==> src/rtl/imm_gen_pipe.sv <==
// -----------------------------------------------------------------------------
// imm_gen_pipe
//
// Registered immediate-generation stage between fetch/decode and register
// read. Each accepted instruction is decoded combinationally, then held in a
// one-entry output register backed by one skid entry. This keeps throughput at
// one instruction per cycle while in_ready_o stays a pure flop output.
//
// Configuration macro:
//   IMM_GEN_ZICSR_EN - when defined, opcode 1110011 decodes as CSR_UIMM for
//                      funct3 101/110/111 and as I format otherwise. When it
//                      is undefined, that opcode is reported illegal and no
//                      CSR decode logic exists.
//
// Parameters:
//   XLEN        datapath width, 32 or 64
//
// Ports:
//   clk          core clock, rising edge
//   reset        asynchronous active-high reset
//   flush_i      synchronous kill of all buffered entries (beats accept)
//   in_valid_i   upstream instruction valid
//   in_ready_o   stage can accept (registered, equals !skid_full)
//   instr_i      raw 32-bit instruction
//   out_valid_o  result valid
//   out_ready_i  downstream accepts result
//   instr_o      instruction aligned with imm_o
//   imm_o        extended immediate (XLEN bits)
//   imm_type_o   0=I 1=S 2=B 3=U 4=J 5=SHAMT 6=CSR_UIMM 7=NONE
//   illegal_o    opcode not recognised (or CSR with the feature disabled)
// -----------------------------------------------------------------------------
module imm_gen_pipe #(
  parameter int XLEN = 32
) (
  input  logic            clk,
  input  logic            reset,
  input  logic            flush_i,
  input  logic            in_valid_i,
  output logic            in_ready_o,
  input  logic [31:0]     instr_i,
  output logic            out_valid_o,
  input  logic            out_ready_i,
  output logic [31:0]     instr_o,
  output logic [XLEN-1:0] imm_o,
  output logic [2:0]      imm_type_o,
  output logic            illegal_o
);

  // Derived from XLEN; deliberately not a parameter so it cannot be overridden.
  localparam int SHAMT_W = (XLEN == 64) ? 6 : 5;

  localparam logic [2:0] T_I     = 3'd0;
  localparam logic [2:0] T_S     = 3'd1;
  localparam logic [2:0] T_B     = 3'd2;
  localparam logic [2:0] T_U     = 3'd3;
  localparam logic [2:0] T_J     = 3'd4;
  localparam logic [2:0] T_SHAMT = 3'd5;
`ifdef IMM_GEN_ZICSR_EN
  localparam logic [2:0] T_CSR   = 3'd6;
`endif
  localparam logic [2:0] T_NONE  = 3'd7;

  // ---------------------------------------------------------------------------
  // Combinational decode of the incoming instruction
  // ---------------------------------------------------------------------------
  logic [6:0]      opcode;
  logic [2:0]      funct3;
  logic [XLEN-1:0] dec_imm;
  logic [2:0]      dec_type;
  logic            dec_ill;

  assign opcode = instr_i[6:0];
  assign funct3 = instr_i[14:12];

  // Sized casts of $signed operands sign-extend; unsigned operands zero-extend.
  always_comb begin
    dec_imm  = '0;
    dec_type = T_NONE;
    dec_ill  = 1'b0;
    case (opcode)
      7'b0000011, 7'b1100111: begin
        dec_imm  = XLEN'($signed(instr_i[31:20]));
        dec_type = T_I;
      end
      7'b0010011: begin
        if (funct3 == 3'b001 || funct3 == 3'b101) begin
          dec_imm  = XLEN'(instr_i[20 +: SHAMT_W]);
          dec_type = T_SHAMT;
        end else begin
          dec_imm  = XLEN'($signed(instr_i[31:20]));
          dec_type = T_I;
        end
      end
      7'b0011011: begin
        // Word-sized ops only exist on RV64; shift amount is always 5 bits.
        if (XLEN == 64) begin
          if (funct3 == 3'b001 || funct3 == 3'b101) begin
            dec_imm  = XLEN'(instr_i[24:20]);
            dec_type = T_SHAMT;
          end else begin
            dec_imm  = XLEN'($signed(instr_i[31:20]));
            dec_type = T_I;
          end
        end else begin
          dec_ill = 1'b1;
        end
      end
      7'b0100011: begin
        dec_imm  = XLEN'($signed({instr_i[31:25], instr_i[11:7]}));
        dec_type = T_S;
      end
      7'b1100011: begin
        dec_imm  = XLEN'($signed({instr_i[31], instr_i[7], instr_i[30:25],
                                  instr_i[11:8], 1'b0}));
        dec_type = T_B;
      end
      7'b1101111: begin
        dec_imm  = XLEN'($signed({instr_i[31], instr_i[19:12], instr_i[20],
                                  instr_i[30:21], 1'b0}));
        dec_type = T_J;
      end
      7'b0110111, 7'b0010111: begin
        dec_imm  = XLEN'($signed({instr_i[31:12], 12'b0}));
        dec_type = T_U;
      end
      7'b0110011: begin
        dec_type = T_NONE;
      end
      7'b0111011: begin
        dec_ill = (XLEN != 64);
      end
`ifdef IMM_GEN_ZICSR_EN
      7'b1110011: begin
        if (funct3[2] && funct3 != 3'b100) begin
          dec_imm  = XLEN'(instr_i[19:15]);
          dec_type = T_CSR;
        end else begin
          dec_imm  = XLEN'($signed(instr_i[31:20]));
          dec_type = T_I;
        end
      end
`endif
      default: begin
        dec_ill = 1'b1;
      end
    endcase
  end

  // ---------------------------------------------------------------------------
  // Output register + skid entry
  // ---------------------------------------------------------------------------
  logic            out_valid_q, out_valid_d;
  logic [31:0]     out_instr_q, out_instr_d;
  logic [XLEN-1:0] out_imm_q,   out_imm_d;
  logic [2:0]      out_type_q,  out_type_d;
  logic            out_ill_q,   out_ill_d;

  logic            skid_valid_q, skid_valid_d;
  logic [31:0]     skid_instr_q, skid_instr_d;
  logic [XLEN-1:0] skid_imm_q,   skid_imm_d;
  logic [2:0]      skid_type_q,  skid_type_d;
  logic            skid_ill_q,   skid_ill_d;

  logic accept;
  logic drain;

  // Ready depends only on the skid flop, never on out_ready_i.
  assign in_ready_o = !skid_valid_q;
  assign accept     = in_valid_i && !skid_valid_q;
  assign drain      = out_valid_q && out_ready_i;

  always_comb begin
    out_valid_d  = out_valid_q;
    out_instr_d  = out_instr_q;
    out_imm_d    = out_imm_q;
    out_type_d   = out_type_q;
    out_ill_d    = out_ill_q;
    skid_valid_d = skid_valid_q;
    skid_instr_d = skid_instr_q;
    skid_imm_d   = skid_imm_q;
    skid_type_d  = skid_type_q;
    skid_ill_d   = skid_ill_q;

    if (flush_i) begin
      // Only the valid bits clear; payload registers keep their data.
      out_valid_d  = 1'b0;
      skid_valid_d = 1'b0;
    end else if (skid_valid_q) begin
      // Skid full means nothing is accepted; on drain the skid moves forward.
      if (drain) begin
        out_instr_d  = skid_instr_q;
        out_imm_d    = skid_imm_q;
        out_type_d   = skid_type_q;
        out_ill_d    = skid_ill_q;
        skid_valid_d = 1'b0;
      end
    end else if (accept && (!out_valid_q || drain)) begin
      out_valid_d = 1'b1;
      out_instr_d = instr_i;
      out_imm_d   = dec_imm;
      out_type_d  = dec_type;
      out_ill_d   = dec_ill;
    end else if (accept) begin
      // Output stalled: park the new entry in the skid.
      skid_valid_d = 1'b1;
      skid_instr_d = instr_i;
      skid_imm_d   = dec_imm;
      skid_type_d  = dec_type;
      skid_ill_d   = dec_ill;
    end else if (drain) begin
      out_valid_d = 1'b0;
    end
  end

  always_ff @(posedge clk or posedge reset) begin
    if (reset) begin
      out_valid_q  <= 1'b0;
      out_instr_q  <= '0;
      out_imm_q    <= '0;
      out_type_q   <= T_NONE;
      out_ill_q    <= 1'b0;
      skid_valid_q <= 1'b0;
      skid_instr_q <= '0;
      skid_imm_q   <= '0;
      skid_type_q  <= T_NONE;
      skid_ill_q   <= 1'b0;
    end else begin
      out_valid_q  <= out_valid_d;
      out_instr_q  <= out_instr_d;
      out_imm_q    <= out_imm_d;
      out_type_q   <= out_type_d;
      out_ill_q    <= out_ill_d;
      skid_valid_q <= skid_valid_d;
      skid_instr_q <= skid_instr_d;
      skid_imm_q   <= skid_imm_d;
      skid_type_q  <= skid_type_d;
      skid_ill_q   <= skid_ill_d;
    end
  end

  assign out_valid_o = out_valid_q;
  assign instr_o     = out_instr_q;
  assign imm_o       = out_imm_q;
  assign imm_type_o  = out_type_q;
  assign illegal_o   = out_ill_q;

endmodule

==> config.mk <==
export PLATFORM = sky130hd
export DESIGN_NAME = imm_gen_pipe
export DESIGN_NICKNAME = d
export VERILOG_FILES = /design/src/rtl/imm_gen_pipe.sv
export SDC_FILE = /design/constraint.sdc
export NUM_CORES = 1
export LEC_CHECK = 0
export CAP_MARGIN = 20
export CORE_UTILIZATION = 32
export DETAILED_ROUTE_END_ITERATION = 10
export PLACE_DENSITY_LB_ADDON = 0.15
export SYNTH_ARGS = -nofsm -noshare
export SYNTH_HDL_FRONTEND = slang
export SYNTH_SLANG_ARGS = --single-unit
export TNS_END_PERCENT = 100
==> constraint.sdc <==
create_clock -name clk -period 6.6 [get_ports clk]
set_input_delay 1.65 -clock clk [delete_from_list [all_inputs] [get_ports clk]]
set_output_delay 1.65 -clock clk [all_outputs]
set_load 0.01 [all_outputs]
# Word level (Yosys, flattened, before mapping)

Index checks and enable logic that the tools add are counted.
Widths: inputs -> output; s select.

Register bits: 138
Input port bits: 37
Output and inout port bits: 70
Logic and storage cells: 69

Equality and inequality tests: 14
Muxes and demuxes: 27
Bitwise logic cells: 3
Reduce and logical (&&, ||, !) cells: 15

Operators by type and width:

| cell               | number |
|---|---|
| $mux 32            | 7 |
| $pmux 32 s6        | 1 |
| $eq 7x6->1 const B | 3 |
| $eq 7x7->1 const B | 3 |
| $pmux 3 s6         | 1 |
| $eq 7x5->1 const B | 2 |
| $mux 1             | 14 |
| $mux 3             | 4 |
| $reduce_or 9->1    | 1 |
| $eq 7x2->1 const B | 1 |
| $reduce_and 3->1   | 2 |
| $reduce_and 4->1   | 1 |
| $reduce_or 2->1    | 2 |
| $eq 3x1->1 const B | 1 |
| $eq 3x3->1 const B | 1 |
| $logic_and 1x1->1  | 3 |
| $ne 3x2->1 const B | 1 |
| $not 1->1          | 3 |
| $reduce_bool 3->1  | 1 |
| $logic_not 1->1    | 2 |
| $logic_or 1x1->1   | 2 |
| $ne 2x1->1 const B | 1 |
| $ne 2x2->1 const B | 1 |
| $reduce_bool 2->1  | 1 |

# Logic depth before layout (Yosys ltp)

Gate-level depths: netlist of the first run.

Depth after elaboration: 6
Depth in mapped cells: 7
Mapped depth without buffers: 4

# Least setup slack after synthesis of the first run

No wires, ideal clock.

Path kind: input-to-reg
Start point: input instr_i[6]
End point: register out_imm_q[11] (netlist: imm_o[11])
Setup time: 135 ps
Data arrival time: 2741 ps
Data required time: 6465 ps
Setup slack: 3724 ps
Cell stages on the path: 5
Buffers on the path: 2
Path through: buf_2 -> buf_2 -> mux2_2 -> a211oi_1 -> o211ai_1

Word-level cells in the longest chain between the ends: 5
Elaborated cells on any way between the ends: 13
Those cells by class: 8 x eq/ne; 3 x mux; 2 x reduce/logical

RTL lines:

| what                               | line | RTL |
|---|---|---|
| start, declared                    | 40   | `input logic [31:0] instr_i,` |
| $eq 7x6->1 (tied with other cells) | 80   | `case (opcode)` |
| $reduce_or 2->1 (on tied branches) | --   |  |
| $pmux 32 s6 (*)                    | 80   |  |
| $mux 32 (*)                        | 197  | `end else if (accept && (!out_valid_q \|\| drain)) begin` |
| $mux 32 (*)                        | 188  | `end else if (skid_valid_q) begin` |
| end signal, assigned               | 230  | `out_imm_q <= out_imm_d;` |
| end, declared                      | 154  | `logic [XLEN-1:0] out_imm_q, out_imm_d;` |

Mark *: on every way between the ends. The rest lies on a longest branch, timed or not. The select of a mux whose other input is x is not followed.
A chain may end at the register's enable or synchronous reset.

# Final worst setup path of the first run

Start point: input instr_i[2]
End point: register skid_imm_q[22]

Word-level cells in the longest chain between the ends: 3
Elaborated cells on any way between the ends: 11
Those cells by class: 8 x eq/ne; 1 x mux; 2 x reduce/logical

RTL lines:

| what                               | line | RTL |
|---|---|---|
| $eq 7x6->1 (tied with other cells) | 80   |  |
| $reduce_or 2->1 (on tied branches) | --   |  |
| $pmux 32 s6 (*)                    | 80   |  |
| end signal, assigned               | 235  | `skid_imm_q <= skid_imm_d;` |
| end, declared                      | 160  | `logic [XLEN-1:0] skid_imm_q, skid_imm_d;` |

Mark *: on every way between the ends. The rest lies on a longest branch, timed or not.

==> results.sh, run 1 <==
export IMPL_drt_iter0_drc=292
export IMPL_crit_chain="clkdlybuf4s50_1, nand4bb_1, nor4_4, o21ai_2, a31oi_1"
export IMPL_area_growth_pct=28.63
export IMPL_setup_viol=0
export IMPL_ys_seq_area_share_pct=54.25
export IMPL_synth_area_leaders="dfrtp_1 (52%), nand2_1 (11%), o21ai_0 (6.3%), mux2i_1 (4.9%), a22oi_1 (2.6%)"
export IMPL_ys_ff_latch=138
export IMPL_slew_headroom_pct=37.79
export IMPL_hpwl_mm=11.69
export IMPL_die_x_um=143.2
export IMPL_async_flop_share_pct=100.0
export IMPL_synth_edf_count=0
export IMPL_critical_path_max_fanout=13
export IMPL_post_cts_setup_buffers=0
export IMPL_finalCriticalPeriod_ns=3.876
export IMPL_synthMuxAreaShare_pct=5.040
export IMPL_crit_end="skid_imm_q[22]"
export IMPL_synth_xor_area_share_pct=0
export IMPL_end_kind="register"
export IMPL_grt_pass1_vias=5206
export IMPL_grt_pass1_wl_mm=29.29
export IMPL_setup_ws_ns=2.724
export IMPL_antenna_left=0
export IMPL_fin_skew_ns=0.006603
export IMPL_rr_startpoint="skid_valid_q"
export IMPL_r2r_cells=5
export IMPL_routedWlPerCell_um=18.02
export IMPL_holdWs_ns=0.4575
export IMPL_synth_main_ff_cell="dfrtp_1"
export IMPL_drive_gt1_share_pct=8.827
export IMPL_ir_drop_mv=0.1787
export IMPL_drv_slew=0
export IMPL_grt_max_degree=104
export IMPL_timing_max_cap_violations=0
export IMPL_period_share_pct=58.72
export IMPL_synth_top_family_by_area="simple AND/OR/NAND/NOR gates"
export IMPL_hold_viol_final=0
export IMPL_drt_vias_per_instance=5.058
export IMPL_grt_usage_pct=19.17
export IMPL_p_leak_nw=3.459
export IMPL_fp_dieH_um=143.2
export IMPL_io_pins=107
export IMPL_io_buffer_count=106
export IMPL_arrival_ns=4.20
export IMPL_outcome="finished, final reports clean"
export IMPL_setup_tns_ns=0
export IMPL_synthCells=666
export IMPL_post_place_ws_ns=2.316
export IMPL_critPathLaunchType="primary input"
export IMPL_antenna_found_initial=0
export IMPL_cp_required_ns=6.93
export IMPL_powerDensity_nw_per_um2=319.6
export IMPL_avgSynthCellArea_um2=9.579
export IMPL_wl_mm=18.46
export IMPL_worstReg2RegEnd="instr_o[8]"
export IMPL_clock_root_buffer="clkbuf_16"
export IMPL_fmax_mhz=258.0
export IMPL_syn_cell_area_um2=6380
export IMPL_cts_sinks=138
export IMPL_clk_latency_ns=0.43
export IMPL_overflow=0
export IMPL_path_delay_family="simple AND/OR/NAND/NOR gates"
export IMPL_die_area_um2=20510
export IMPL_crit_buf_inv=1
export IMPL_critical_path_class="in2reg"
export IMPL_vias=5179
export IMPL_synth_top_cell_by_area="dfrtp_1"
export IMPL_ctsResizeCount=0
export IMPL_cts_buffer_depth=2
export IMPL_final_nets=783
export IMPL_critPathLaunch="instr_i[2]"
export IMPL_synthAdderAreaFrac_pct=0
export IMPL_synth_top_area_share_pct=51.77
export IMPL_r2r_slack_ns=3.59
export IMPL_synth_nets=703
export IMPL_cts_buffers=17
export IMPL_holdBufCountCts=0
export IMPL_num_antenna_cells=0
export IMPL_ctsHtreeMaxLevel=4
export IMPL_initial_core_util_pct=32.67
export IMPL_ys_warn_count=0
export IMPL_synthSimpleGateAreaFrac_pct=18.94
export IMPL_synth_compound_area_share_pct=17.16
export IMPL_drcViolationCount=0
export IMPL_ys_top_cells_by_count="nand2_1 (188), dfrtp_1 (132), o21ai_0 (80), mux2i_1 (31), nor2_1 (28)"
export IMPL_rsz0062_at_grt="false"
export IMPL_slowest_stage="nand4bb_1"
export IMPL_nFillCells=1925
export IMPL_gp_congestion=0.8055
export IMPL_rows=51
export IMPL_finish_utilization_pct=42.03
export IMPL_dr_pass1_iters=5
export IMPL_finalPower_mw=2.623
export IMPL_worst_slew_pin_slew_ns=0.9331
export IMPL_synth_distinct_cells=53
export IMPL_slowest_delay_ns=0.74
export IMPL_coreArea_um2=19530
export IMPL_min_path_type="reg2reg"
export IMPL_cp_depth=5
export IMPL_cts_tree="built"
export IMPL_yosysMostFrequentCell="nand2_1"
export IMPL_clk_pin_slew_ns=0.06
-- sequential cells by signal, indices dropped and copies added, names as in the netlist --
| register | flops |
|---|---|
| imm_type_o | 3 |
| skid_type_q | 3 |
| skid_ill_q | 1 |
| skid_imm_q | 32 |
| skid_instr_q | 32 |
| imm_o | 32 |
| illegal_o | 1 |
| instr_o | 32 |
| out_valid_o | 1 |
| skid_valid_q | 1 |
-- kinds of logic after synthesis --
kind of cell	Yosys count
buffers and inverters	56
AOI/OAI and AO/OA	173
DFF	138
and+or+nand+nor	267
muxes	32
-- how the worst min path moves through the flow --
| stage | slack (ns) | endpoint | startpoint | cells past startpoint |
|---|---|---|---|---|
| after detailed placement | 0.45 | skid_type_q[1] | skid_type_q[1] | 2 |
| after CTS | 0.46 | skid_type_q[1] | skid_type_q[1] | 2 |
| after global placement | 0.44 | skid_type_q[1] | skid_type_q[1] | 2 |
| after floorplan | 0.44 | skid_type_q[1] | skid_type_q[1] | 2 |
| after global routing | 0.48 | skid_type_q[1] | skid_type_q[1] | 2 |
| final | 0.46 | skid_type_q[1] | skid_type_q[1] | 2 |
-- routing by layer --
metal  global-route usage, %  share of wire (%)  wire length (µm)
met1                   26.50                 48              8788
met3                   4.594                4.6               842
met5                       0                  0                 0
met4                   6.621                1.6               299
met2                   29.19                 46              8525
-- layout make-up --
cell class                      instances  area, µm²  area share [%]
Clock buffer                           18      429.2           5.229
Clock inverter                         14      221.5           2.699
Inverter                                5      23.77          0.2897
Tap cell                              265      331.6           4.040
Timing Repair Buffer                  112       1106           13.48
Sequential cell                       138       3462           42.19
Multi-Input combinational cell        472       2633           32.08
-- where the power goes --
group	internal, mW	switching [mW]
clock	0.673	0.382
combinational	0.229	0.236
sequential	1.01	0.0920
total	1.91	0.710
-- cells in the final DEF, fill, tap and decap left out, types with 4 or more instances in the layout --
cell,Yosys,layout
a211oi_1,4,4
a21oi_1,16,16
a22oi_1,22,22
a31oi_1,11,11
buf_4,1,6
bufinv_16,0,5
clkbuf_16,0,17
clkdlybuf4s50_1,0,106
clkinv_4,0,4
dfrtp_1,132,131
dfstp_2,6,6
inv_1,5,4
mux2i_1,31,31
nand2_1,188,188
nand3_1,13,13
nor2_1,28,28
nor2b_1,7,7
nor3_4,4,4
o211ai_1,12,12
o21ai_0,80,80
o21ai_1,10,10
-- tightest hold or removal path, cell delays in order, from the launching register on --
cell,delay (ns)
dfstp_2,0.37
nand2_1,0.05
nand2_1,0.04
-- stage by stage --
stage | instance area [µm²] | instances
5_1_grt | 8207 | 1024
4_1_cts | 8207 | 1024
3_3_place_gp | 7556 | 992
6_report | 8207 | 1024
3_5_place_dp | 7556 | 992
2_1_floorplan | 6380 | 666
(Power assumes the default switching activity.)
==> run 2: changes to the inputs <==
==> constraint.sdc (replaced) <==
create_clock -name clk -period 3.1 [get_ports clk]
set_input_delay 0.775 -clock clk [delete_from_list [all_inputs] [get_ports clk]]
set_output_delay 0.775 -clock clk [all_outputs]
set_load 0.01 [all_outputs]
==> run 2 against run 1 <==
  * First-iteration DRC count is 29% higher
  * Worst hold slack worse by 0.00080 ns
  * Clock power is 92% higher
  * Largest cell class unchanged
  * Highest routed layer unchanged
==> results.sh, run 2 (same netlist as run 1, synthesis figures left out) <==
export IMPL_slew_headroom_pct=48.07
export IMPL_num_antenna_cells=0
export IMPL_grt_pass1_vias=5371
export IMPL_routedWlPerCell_um=17.65
export IMPL_io_pins=107
export IMPL_overflow=0
export IMPL_drive_gt1_share_pct=10.44
export IMPL_clk_latency_ns=0.42
export IMPL_gp_congestion=0.8852
export IMPL_p_sw_share_pct=27.00
export IMPL_mostFrequentLayoutCells="nand2_1 (188), dfrtp_1 (131), clkdlybuf4s50_1 (106)"
export IMPL_p_leak_nw=3.520
export IMPL_post_place_ws_ns=0.3807
export IMPL_grt_pass1_wl_mm=29.56
export IMPL_drcViolationCount=0
export IMPL_clockPowerShare_pct=37.6
export IMPL_period_share_pct=76.62
export IMPL_wl_mm=18.38
export IMPL_clock_root_buffer="clkbuf_16"
export IMPL_setup_viol=0
export IMPL_cts_sinks=138
export IMPL_post_cts_setup_buffers=0
export IMPL_final_nets=800
export IMPL_initial_core_util_pct=32.67
export IMPL_nFillCells=1915
export IMPL_critical_path_class="reg2out"
export IMPL_antenna_found_initial=0
export IMPL_io_buffer_count=106
export IMPL_fp_dieH_um=143.2
export IMPL_fmax_mhz=421.0
export IMPL_area_growth_pct=29.99
export IMPL_pwr_share_comb_pct=18.7
export IMPL_hold_viol_final=0
export IMPL_seq_power_share_pct=43.7
export IMPL_grt_max_degree=116
export IMPL_layout_commonest_cell="nand2_1"
export IMPL_ir_drop_mv=0.3944
export IMPL_clk_pin_slew_ns=0.06
export IMPL_die_x_um=143.2
export IMPL_min_path_type="reg2reg"
export IMPL_powerDensity_nw_per_um2=647.7
export IMPL_grt_usage_pct=19.22
export IMPL_outcome="finished, final reports clean"
export IMPL_setup_tns_ns=0
export IMPL_finalCriticalPeriod_ns=2.375
export IMPL_arrival_ns=1.60
export IMPL_fin_skew_ns=0.009099
export IMPL_cts_buffers=17
export IMPL_vias=5305
export IMPL_critical_path_max_fanout=9
export IMPL_drv_slew=0
export IMPL_rows=51
export IMPL_cp_required_ns=2.32
export IMPL_hpwl_mm=12.32
export IMPL_ctsHtreeMaxLevel=4
export IMPL_cts_buffer_depth=2
export IMPL_ctsResizeCount=0
export IMPL_die_area_um2=20510
export IMPL_timing_max_cap_violations=0
export IMPL_end_kind="output pin"
export IMPL_switching_power_mw=1.450
export IMPL_drt_vias_per_instance=5.096
export IMPL_cts_tree="built"
export IMPL_setup_ws_ns=0.7248
export IMPL_dr_pass1_iters=5
export IMPL_drt_iter0_drc=378
export IMPL_rsz0062_at_grt="false"
export IMPL_coreArea_um2=19530
export IMPL_finish_utilization_pct=42.47
export IMPL_worst_slew_pin_slew_ns=0.7789
export IMPL_critPathLaunchType="register"
export IMPL_antenna_left=0
export IMPL_place_inst=1009
export IMPL_instances_no_fill=1041
export IMPL_p_int_mw=3.921
export IMPL_holdBufCountCts=0
[run 2: changes by cell type in the layout (fill, tap and decap cells not counted), sizes merged]
| cell | change |
|---|---|
| buf | +17 |
| inv | -2 |
| clkinv | -2 |
| bufinv | -3 |
| clkbuf | +7 |
[run 2: worst paths after layout]
check                      cells after the start        endpoint           start  slack (ns)
setup / recovery                               2      in_ready_o    skid_valid_q        0.72
hold / removal                                 2  skid_type_q[1]  skid_type_q[1]        0.46
setup reg to reg                               4  skid_imm_q[18]    skid_valid_q        1.19
hold reg to reg                                2  skid_type_q[1]  skid_type_q[1]        0.46
max in group asynchronous                      3  skid_imm_q[12]           reset        1.72
min in group asynchronous                      3      instr_o[8]           reset        0.81
[run 2: per-layer routing]
layer | wire (µm) | share of wire [%] | vias to the layer above | GRT usage [%]
li1 | - | - | 2489 | -
met1 | 8488 | 46 | 2620 | 26.41
met2 | 8685 | 47 | 178 | 30.24
met3 | 973 | 5.3 | 18 | 3.722
met4 | 231 | 1.3 | 0 | 6.395
met5 | 0 | 0 | - | 0
[run 2: critical path: stages (launching register included)]
cell and delay, ns:
dfrtp_2 0.48, inv_1 0.13, clkdlybuf4s50_1 0.57
[run 2: layout make-up]
type	instances	area, µm²	area share, %
clock buffer	25	495.5	5.975
clock inverter	7	90.09	1.086
inverter	5	22.52	0.2716
multi-input combinational	472	2633	31.74
sequential	138	3462	41.75
tap	265	331.6	3.998
timing repair buffer	129	1259	15.18
[run 2: power by group through the flow]
stage | clock [mW] | sequential (mW) | combinational, mW
finish | 2.02 | 2.35 | 1.00
CTS | 2.08 | 2.35 | 1.02
global placement | 0 | 2.37 | 0.991
detailed placement | 0 | 2.38 | 1.01
floorplan | 0 | 2.40 | 0.460
global route | 2.14 | 2.39 | 1.12
[run 2: metrics by stage]
step	hold WS, ns	total power [mW]	instance area, µm²
floorplan	0.4367	2.855	6384
global placement	0.4445	3.360	7707
detailed placement	0.4473	3.392	7707
CTS	0.4572	5.451	8293
global route	0.4916	5.661	8293
finish	0.4567	5.371	8293
